**src/rtl/tracer_pkg.sv**
```systemverilog
// Shared types and helpers for the memory write tracer: frame layout,
// transmitter states and the captured write record.
package tracer_pkg;

  localparam logic [7:0] SYNC_BYTE   = 8'hA5;
  localparam int         FRAME_BYTES = 7;

  typedef enum logic [2:0] {
    IDLE,
    LOAD,
    START,
    DATA,
    STOP
  } tx_state_t;

  typedef struct packed {
    logic [15:0] addr;
    logic [31:0] data;
  } trace_entry_t;

  // Frame is sent sync byte first, then address and data most significant byte first
  function automatic logic [7:0] frame_byte(input trace_entry_t entry, input logic [2:0] idx);
    case (idx)
      3'd0:    frame_byte = SYNC_BYTE;
      3'd1:    frame_byte = entry.addr[15:8];
      3'd2:    frame_byte = entry.addr[7:0];
      3'd3:    frame_byte = entry.data[31:24];
      3'd4:    frame_byte = entry.data[23:16];
      3'd5:    frame_byte = entry.data[15:8];
      default: frame_byte = entry.data[7:0];
    endcase
  endfunction

endpackage

```
**src/rtl/trace_fifo.sv**
```systemverilog
// Synchronous FIFO holding captured writes; a push into a full FIFO is
// accepted when a pop happens on the same edge.
module trace_fifo #(
  parameter int DEPTH = 8,
  parameter int WIDTH = 48
) (
  input  logic                     CLK,
  input  logic                     RST,
  input  logic                     push,
  input  logic [WIDTH-1:0]         push_data,
  input  logic                     pop,
  output logic                     full,
  output logic                     empty,
  output logic [$clog2(DEPTH):0]   count,
  output logic [WIDTH-1:0]         head
);

  localparam int PW = $clog2(DEPTH);

  logic [WIDTH-1:0] mem [DEPTH];
  logic [PW-1:0]    wr_ptr;
  logic [PW-1:0]    rd_ptr;
  logic             do_push;
  logic             do_pop;

  assign full    = (count == (PW + 1)'(DEPTH));
  assign empty   = (count == '0);
  assign do_pop  = pop && !empty;
  assign do_push = push && (!full || do_pop);
  assign head    = mem[rd_ptr];

  always_ff @(posedge CLK or posedge RST) begin
    if (RST) begin
      wr_ptr <= '0;
      rd_ptr <= '0;
      count  <= '0;
    end else begin
      if (do_push) wr_ptr <= wr_ptr + 1'b1;
      if (do_pop)  rd_ptr <= rd_ptr + 1'b1;
      case ({do_push, do_pop})
        2'b10:   count <= count + 1'b1;
        2'b01:   count <= count - 1'b1;
        default: count <= count;
      endcase
    end
  end

  // Storage is not reset; stale entries are unreachable once the pointers clear
  always_ff @(posedge CLK) begin
    if (do_push) mem[wr_ptr] <= push_data;
  end

endmodule

```
**src/rtl/mem_write_tracer.sv**
```systemverilog
// Snoops CPU data-memory writes into a FIFO and streams each one out as a
// 7-byte 8N1 UART frame for on-board observation of stores.
module mem_write_tracer #(
  parameter int DEPTH        = 8,
  parameter int CLKS_PER_BIT = 434,
  parameter int ADDR_KEEP    = 16
) (
  input  logic                   CLK,
  input  logic                   RST,
  input  logic [31:0]            data_mem_address_i,
  input  logic [31:0]            data_mem_in_data_i,
  input  logic                   data_mem_WE_i,
  output logic                   uart_tx_o,
  output logic                   busy_o,
  output logic [$clog2(DEPTH):0] fifo_count_o,
  output logic                   overflow_o,
  output logic [15:0]            drop_count_o
);

  import tracer_pkg::*;

  localparam int              TW         = $clog2(CLKS_PER_BIT);
  localparam logic [TW-1:0]   BIT_RELOAD = TW'(CLKS_PER_BIT - 1);
  localparam logic [15:0]     ADDR_MASK  = 16'((32'd1 << ADDR_KEEP) - 32'd1);

  tx_state_t    state;
  trace_entry_t push_entry;
  trace_entry_t head_entry;
  trace_entry_t frame;
  logic [2:0]   byte_idx;
  logic [2:0]   bit_idx;
  logic [7:0]   shift;
  logic [TW-1:0] timer;
  logic         fifo_full;
  logic         fifo_empty;
  logic         fifo_pop;
  logic         drop;
  logic         unused_addr_hi;

  assign push_entry.addr = data_mem_address_i[15:0] & ADDR_MASK;
  assign push_entry.data = data_mem_in_data_i;
  assign unused_addr_hi  = ^data_mem_address_i[31:16];

  assign fifo_pop = (state == IDLE) && !fifo_empty;
  assign drop     = data_mem_WE_i && fifo_full && !fifo_pop;

  trace_fifo #(
    .DEPTH (DEPTH),
    .WIDTH ($bits(trace_entry_t))
  ) u_fifo (
    .CLK       (CLK),
    .RST       (RST),
    .push      (data_mem_WE_i),
    .push_data (push_entry),
    .pop       (fifo_pop),
    .full      (fifo_full),
    .empty     (fifo_empty),
    .count     (fifo_count_o),
    .head      (head_entry)
  );

  // Dropped writes are remembered until reset; the counter sticks at its maximum
  always_ff @(posedge CLK or posedge RST) begin
    if (RST) begin
      overflow_o   <= 1'b0;
      drop_count_o <= '0;
    end else if (drop) begin
      overflow_o <= 1'b1;
      if (drop_count_o != 16'hFFFF) drop_count_o <= drop_count_o + 1'b1;
    end
  end

  // Each byte costs one LOAD cycle plus ten bit periods (start, 8 data, stop)
  always_ff @(posedge CLK or posedge RST) begin
    if (RST) begin
      state     <= IDLE;
      uart_tx_o <= 1'b1;
      busy_o    <= 1'b0;
      frame     <= '0;
      byte_idx  <= '0;
      bit_idx   <= '0;
      shift     <= '0;
      timer     <= '0;
    end else begin
      case (state)
        IDLE: begin
          uart_tx_o <= 1'b1;
          if (!fifo_empty) begin
            frame    <= head_entry;
            byte_idx <= '0;
            busy_o   <= 1'b1;
            state    <= LOAD;
          end
        end
        LOAD: begin
          shift     <= frame_byte(frame, byte_idx);
          uart_tx_o <= 1'b0;
          timer     <= BIT_RELOAD;
          state     <= START;
        end
        START: begin
          if (timer == '0) begin
            uart_tx_o <= shift[0];
            shift     <= {1'b0, shift[7:1]};
            bit_idx   <= '0;
            timer     <= BIT_RELOAD;
            state     <= DATA;
          end else begin
            timer <= timer - 1'b1;
          end
        end
        DATA: begin
          if (timer == '0) begin
            timer <= BIT_RELOAD;
            if (bit_idx == 3'd7) begin
              uart_tx_o <= 1'b1;
              state     <= STOP;
            end else begin
              uart_tx_o <= shift[0];
              shift     <= {1'b0, shift[7:1]};
              bit_idx   <= bit_idx + 1'b1;
            end
          end else begin
            timer <= timer - 1'b1;
          end
        end
        STOP: begin
          if (timer == '0) begin
            if (byte_idx < 3'(FRAME_BYTES - 1)) begin
              byte_idx <= byte_idx + 1'b1;
              state    <= LOAD;
            end else begin
              busy_o <= 1'b0;
              state  <= IDLE;
            end
          end else begin
            timer <= timer - 1'b1;
          end
        end
        default: begin
          uart_tx_o <= 1'b1;
          busy_o    <= 1'b0;
          state     <= IDLE;
        end
      endcase
    end
  end

endmodule

```
**config.mk**
```make
export PLATFORM = sky130hd
export DESIGN_NAME = mem_write_tracer
export DESIGN_NICKNAME = d
export VERILOG_FILES = /design/src/rtl/tracer_pkg.sv /design/src/rtl/trace_fifo.sv /design/src/rtl/mem_write_tracer.sv
export SDC_FILE = /design/constraint.sdc
export NUM_CORES = 1
export LEC_CHECK = 0
export ABC_AREA = 1
export CORE_MARGIN = 10
export CORE_UTILIZATION = 60
export DETAILED_ROUTE_END_ITERATION = 10
export GPL_TIMING_DRIVEN = 0
export PLACE_DENSITY = 0.83
export SLEW_MARGIN = 10
export SYNTH_ARGS = -nofsm -noshare
export SYNTH_HDL_FRONTEND = slang
export SYNTH_HIERARCHICAL = 1
export SYNTH_SLANG_ARGS = --single-unit
```
**constraint.sdc**
```tcl
create_clock -name CLK -period 6.61 [get_ports CLK]
set_clock_uncertainty 0.05 [all_clocks]
set_input_delay 1.322 -clock CLK [delete_from_list [all_inputs] [get_ports CLK]]
set_output_delay 1.322 -clock CLK [all_outputs]
set_load 0.005 [all_outputs]
```
==> results summary <==
The post-synthesis instance area came out at between 20,000 and 25,000 um2. The number of enable-type register cells in the synthesized netlist came out at about 380. The post-synthesis net count is roughly 1,900.

The first global-routing pass estimated approximately 80,000 um of wire. The number of DRC markers in iteration 0 is about 1,600. The critical path start-end classification is flop to flop. The worst reg2reg path depth came out at 14. The distinct cell type count of the synthesized netlist is 42.

The ratio of total power to cell area is 305 nW/um2. The share of flip-flops with an asynchronous set or reset came out at a little over a fifth. The proportion of layout cells with a drive suffix above 1 came out at 9.03%. With fillers left out, the area of the finished cells amounts to 23,800 um2.

The arrival time at the worst endpoint came out at roughly 4.2 ns. The worst pin sits at a relative slew slack of between 30% and 40%. The worst ir drop on vdd is ~0.23 mV. Detailed placement finished with a half-perimeter wire length of roughly 34,000 um. The clock root buffer is sky130_fd_sc_hd__clkbuf_16. The number of buffer and inverter stages on the critical path came out at 7. In this run the most critical hold path is launched from timer[8]$_DFFE_PP0P_. The post-placement cell area is around 22,000 um2. The congestion estimate from routability-driven global placement came to approximately 0.93.

The floorplan row count is 67. The worst flop-to-flop path endpoint is u_fifo/mem[7][33]$_DFFE_PP_. The highest clock frequency the design can meet is 254 MHz. The transition at the pin with the smallest max-transition slack came out at 0.938 ns. The kind of cell with the highest combined delay along the critical path is simple AND/OR/NAND/NOR gates. The count of hold buffers inserted by post-cts repair came out at 0. Leaving out fill and tap cells, the most frequent cells in the layout are 506 x sky130_fd_sc_hd__nand2_1, 384 x sky130_fd_sc_hd__edfxtp_1, 236 x sky130_fd_sc_hd__nor2_1. The number of buffer cells added on primary ports came out at between 70 and 80. The worst min-delay path class is flop to flop.

After synthesis the netlist holds a flip-flop and latch count of 487. The number of maximum-capacitance constraint violations came out at 0. The count of nets left with antenna violations once routing finished came out at 0.

Dividing the detail-routed wire length by the instance count gives ~20 um. The clock latency reported for the late side of the worst-skew pair came out at between 0.5 and 0.6 ns. The post-layout net count is 2,059.

The instance count of the mapped netlist is 1,826. Among all stages on the critical path, the largest delay is contributed by sky130_fd_sc_hd__nor3b_2. The detail-routed via count per cell came out at 5.90. The longest individual stage delay on the worst path came out at between 0.8 and 0.9 ns. The type of origin of the critical path is a flop. The layout overhead on the synthesized area is 16.0%. The TritonCTS clock tree is built.

The run finished with clean final reports. The number of warnings reported in the yosys synthesis log came out at 6. The initial antenna violation count is 0. The top-area cell type share of the netlist area came out at a little under three fifths. A synthesized cell averages 11.2 um2. The multi-input gate area in the final layout is 5680 um2. In this run the number of H-tree levels came out at 2. The register-to-register path setup slack came out at 2.67 ns. The number of buffers created by CTS is 47.

Setup repair after global routing left no endpoint under its margin. The critical path crosses 14 cells after its start point. The detailed-router iteration count before antenna repair is 5. The die boundary width is just over 200 um. The library cell used most frequently in the layout, excluding fill and tap cells, is sky130_fd_sc_hd__nand2_1. The period utilization came out at roughly 60%. The post-CTS clock slew at the launch and capture registers of the worst setup and hold paths came out at about 0.06 ns. The critical path capture point type is a flop. After synthesis, flip-flops and latches occupy a little under 70% of the total area. The total congestion overflow after global routing is 0.

The design draws 7.25 mW. The static leakage power came out at around 9.4 nW. Among all flip-flop cells after synthesis, the most frequent one is sky130_fd_sc_hd__edfxtp_1. The post-CTS setup buffer count came out at 0.

The combined flip-flop and latch cell area is ~14,000 um2. The top cell type by total area after synthesis is sky130_fd_sc_hd__edfxtp_1. The setup violation total in the final timing report came out at 0. For this block, the routed nets add up to a little over 50,000 um of wire. The final setup slack of the worst path came out at 2.67 ns.

The initial utilization of the core area, before any placement, comes to ~61%. By area the synthesized netlist is led by sky130_fd_sc_hd__edfxtp_1 56%, sky130_fd_sc_hd__dfrtp_1 12%, sky130_fd_sc_hd__nand2_1 9.3%, sky130_fd_sc_hd__nor2_1 4.4%, sky130_fd_sc_hd__o21ai_0 3.4%. The antenna diode instance count came out at 0.

The die covers ~42,000 um2. The largest driver fanout on the critical path is 12. The overall via count from detail_route is 14,546.

The largest net degree at the start of global routing came out at 50. The number of gates resized after CTS came out at 0. The total count of max-transition violations in the final report came out at 0. The count of boundary I/O pins came out at 90.

The worst path in the final design needs a cycle of between 3 and 4 ns, including I/O delays and setup. The number of failing hold endpoints at the final stage is 0. The placeable core area is around 34,000 um2. The via count of the first global-routing pass was between 10,000 and 15,000. The number of sinks on the clock net came out at 487. The critical path goes through nor2_1 -> nand2_1 -> inv_1 -> inv_1 -> nand2_4 -> inv_1 -> buf_4 -> buf_4 -> nand2_1 -> nand2_1 -> nand2_1 -> nor3b_2 -> buf_4 -> buf_4.

The accumulated negative setup slack is 0 ns. Prior to clock tree synthesis, the placed netlist has a worst setup slack of 2.60 ns. For the worst setup path, the data required time is between 6 and 7 ns. The count of unresolved DRC violations after routing is 0. The total track usage is roughly 24%.

The path with the worst hold slack has its endpoint at timer[8]$_DFFE_PP0P_. The layout has 2,210 filler cells. The worst hold path was traced through 2 stages. The maximum number of buffers from clock root to sink came out at 3.

In this run the critical register-to-register path is launched from u_fifo/count[0]$_DFFE_PP0P_. The die is ~200 um tall.
synth_stat cells, types with 4 or more instances:
master / instances
sky130_fd_sc_hd__nand2_1: 506
sky130_fd_sc_hd__edfxtp_1: 384
sky130_fd_sc_hd__nor2_1: 240
sky130_fd_sc_hd__o21ai_0: 141
sky130_fd_sc_hd__dfrtp_1: 102
sky130_fd_sc_hd__o21ai_1: 77
sky130_fd_sc_hd__inv_1: 55
sky130_fd_sc_hd__mux2i_1: 48
sky130_fd_sc_hd__o22ai_1: 48
sky130_fd_sc_hd__nand3_1: 43
sky130_fd_sc_hd__clkbuf_1: 37
sky130_fd_sc_hd__buf_2: 16
sky130_fd_sc_hd__xor2_1: 14
sky130_fd_sc_hd__ha_1: 13
sky130_fd_sc_hd__a21oi_1: 11
sky130_fd_sc_hd__inv_2: 11
sky130_fd_sc_hd__buf_1: 9
sky130_fd_sc_hd__buf_4: 8
sky130_fd_sc_hd__nand4_1: 8
sky130_fd_sc_hd__xnor2_1: 6
sky130_fd_sc_hd__buf_12: 5
sky130_fd_sc_hd__buf_6: 5
sky130_fd_sc_hd__nand2_2: 4
cell families (layout without fill, tap and decap cells):
logic type	count (synthesis)	in the layout	synth area share, %
XOR/XNOR	20	20	0.854
buffers and inverters	151	341	3.77
AND/OR/NAND/NOR	823	823	16.0
flip-flops	487	487	68.8
multiplexers	49	49	2.40
adder cells (fa/ha/maj)	14	14	0.890
AO/OA/AOI/OAI	282	282	7.34
per-stage QoR:
step | std cells | hold WS (ns) | utilization [%]
3_3_place_gp | 2347 | 0.404 | 64.9
4_1_cts | 2464 | 0.424 | 70.8
3_5_place_dp | 2377 | 0.409 | 66.2
5_1_grt | 2464 | 0.449 | 70.8
6_report | 2464 | 0.419 | 70.8
2_1_floorplan | 1826 | 0.391 | -
how the worst max path moves through the flow:
stage	from	to	slack [ns]
after global routing	u_fifo/count[0]$_DFFE_PP0P_	u_fifo/mem[7][30]$_DFFE_PP_	2.48
after CTS	u_fifo/count[0]$_DFFE_PP0P_	u_fifo/mem[7][27]$_DFFE_PP_	2.70
after detailed placement	data_mem_WE_i	u_fifo/mem[5][33]$_DFFE_PP_	2.60
after global placement	data_mem_WE_i	u_fifo/mem[5][40]$_DFFE_PP_	-2.63
after floorplan	state[1]$_DFFE_PP0P_	u_fifo/mem[3][0]$_DFFE_PP_	0.94
final	u_fifo/count[0]$_DFFE_PP0P_	u_fifo/mem[7][33]$_DFFE_PP_	2.67
sequential cells by signal (all words and copies together) (netlist names):
signal         count
frame             48
timer              9
u_fifo/wr_ptr      3
u_fifo/count       4
shift              8
bit_idx            3
u_fifo/rd_ptr      3
busy_o             1
byte_idx           3
drop_count_o      16
u_fifo/mem       384
overflow_o         1
state              3
uart_tx_o          1
metal layers:
| layer | wire length, um | track usage (%) | vias to the layer above |
|---|---|---|---|
| met4 | 1510 | 8.30 | 0 |
| met2 | 24800 | 40.5 | 832 |
| met5 | 0 | 0 | - |
| met3 | 4900 | 4.09 | 127 |
| li1 | - | - | 6576 |
| met1 | 19100 | 31.0 | 7011 |
final cells by class:
type	instances	share of cell area, %
sequential	487	59.3
clock inverter	22	0.825
clock buffer	65	5.62
inverter	67	1.08
buffer	84	2.18
timing repair buffer	103	4.77
tap	448	2.36
multi-input combinational	1188	23.9
worst reg2reg max path, delay by kind of cell (launching register included):
kind,cells,cell delay (ns)
buffers and inverters,7,1.35
AND/OR/NAND/NOR,7,1.78
flip-flops,1,0.45
report_power, final:
group | switching [mW] | internal, mW
combinational | 0.486 | 0.273
clock | 1.12 | 1.53
sequential | 0.122 | 3.71
Power figures use the tool's default switching activity.
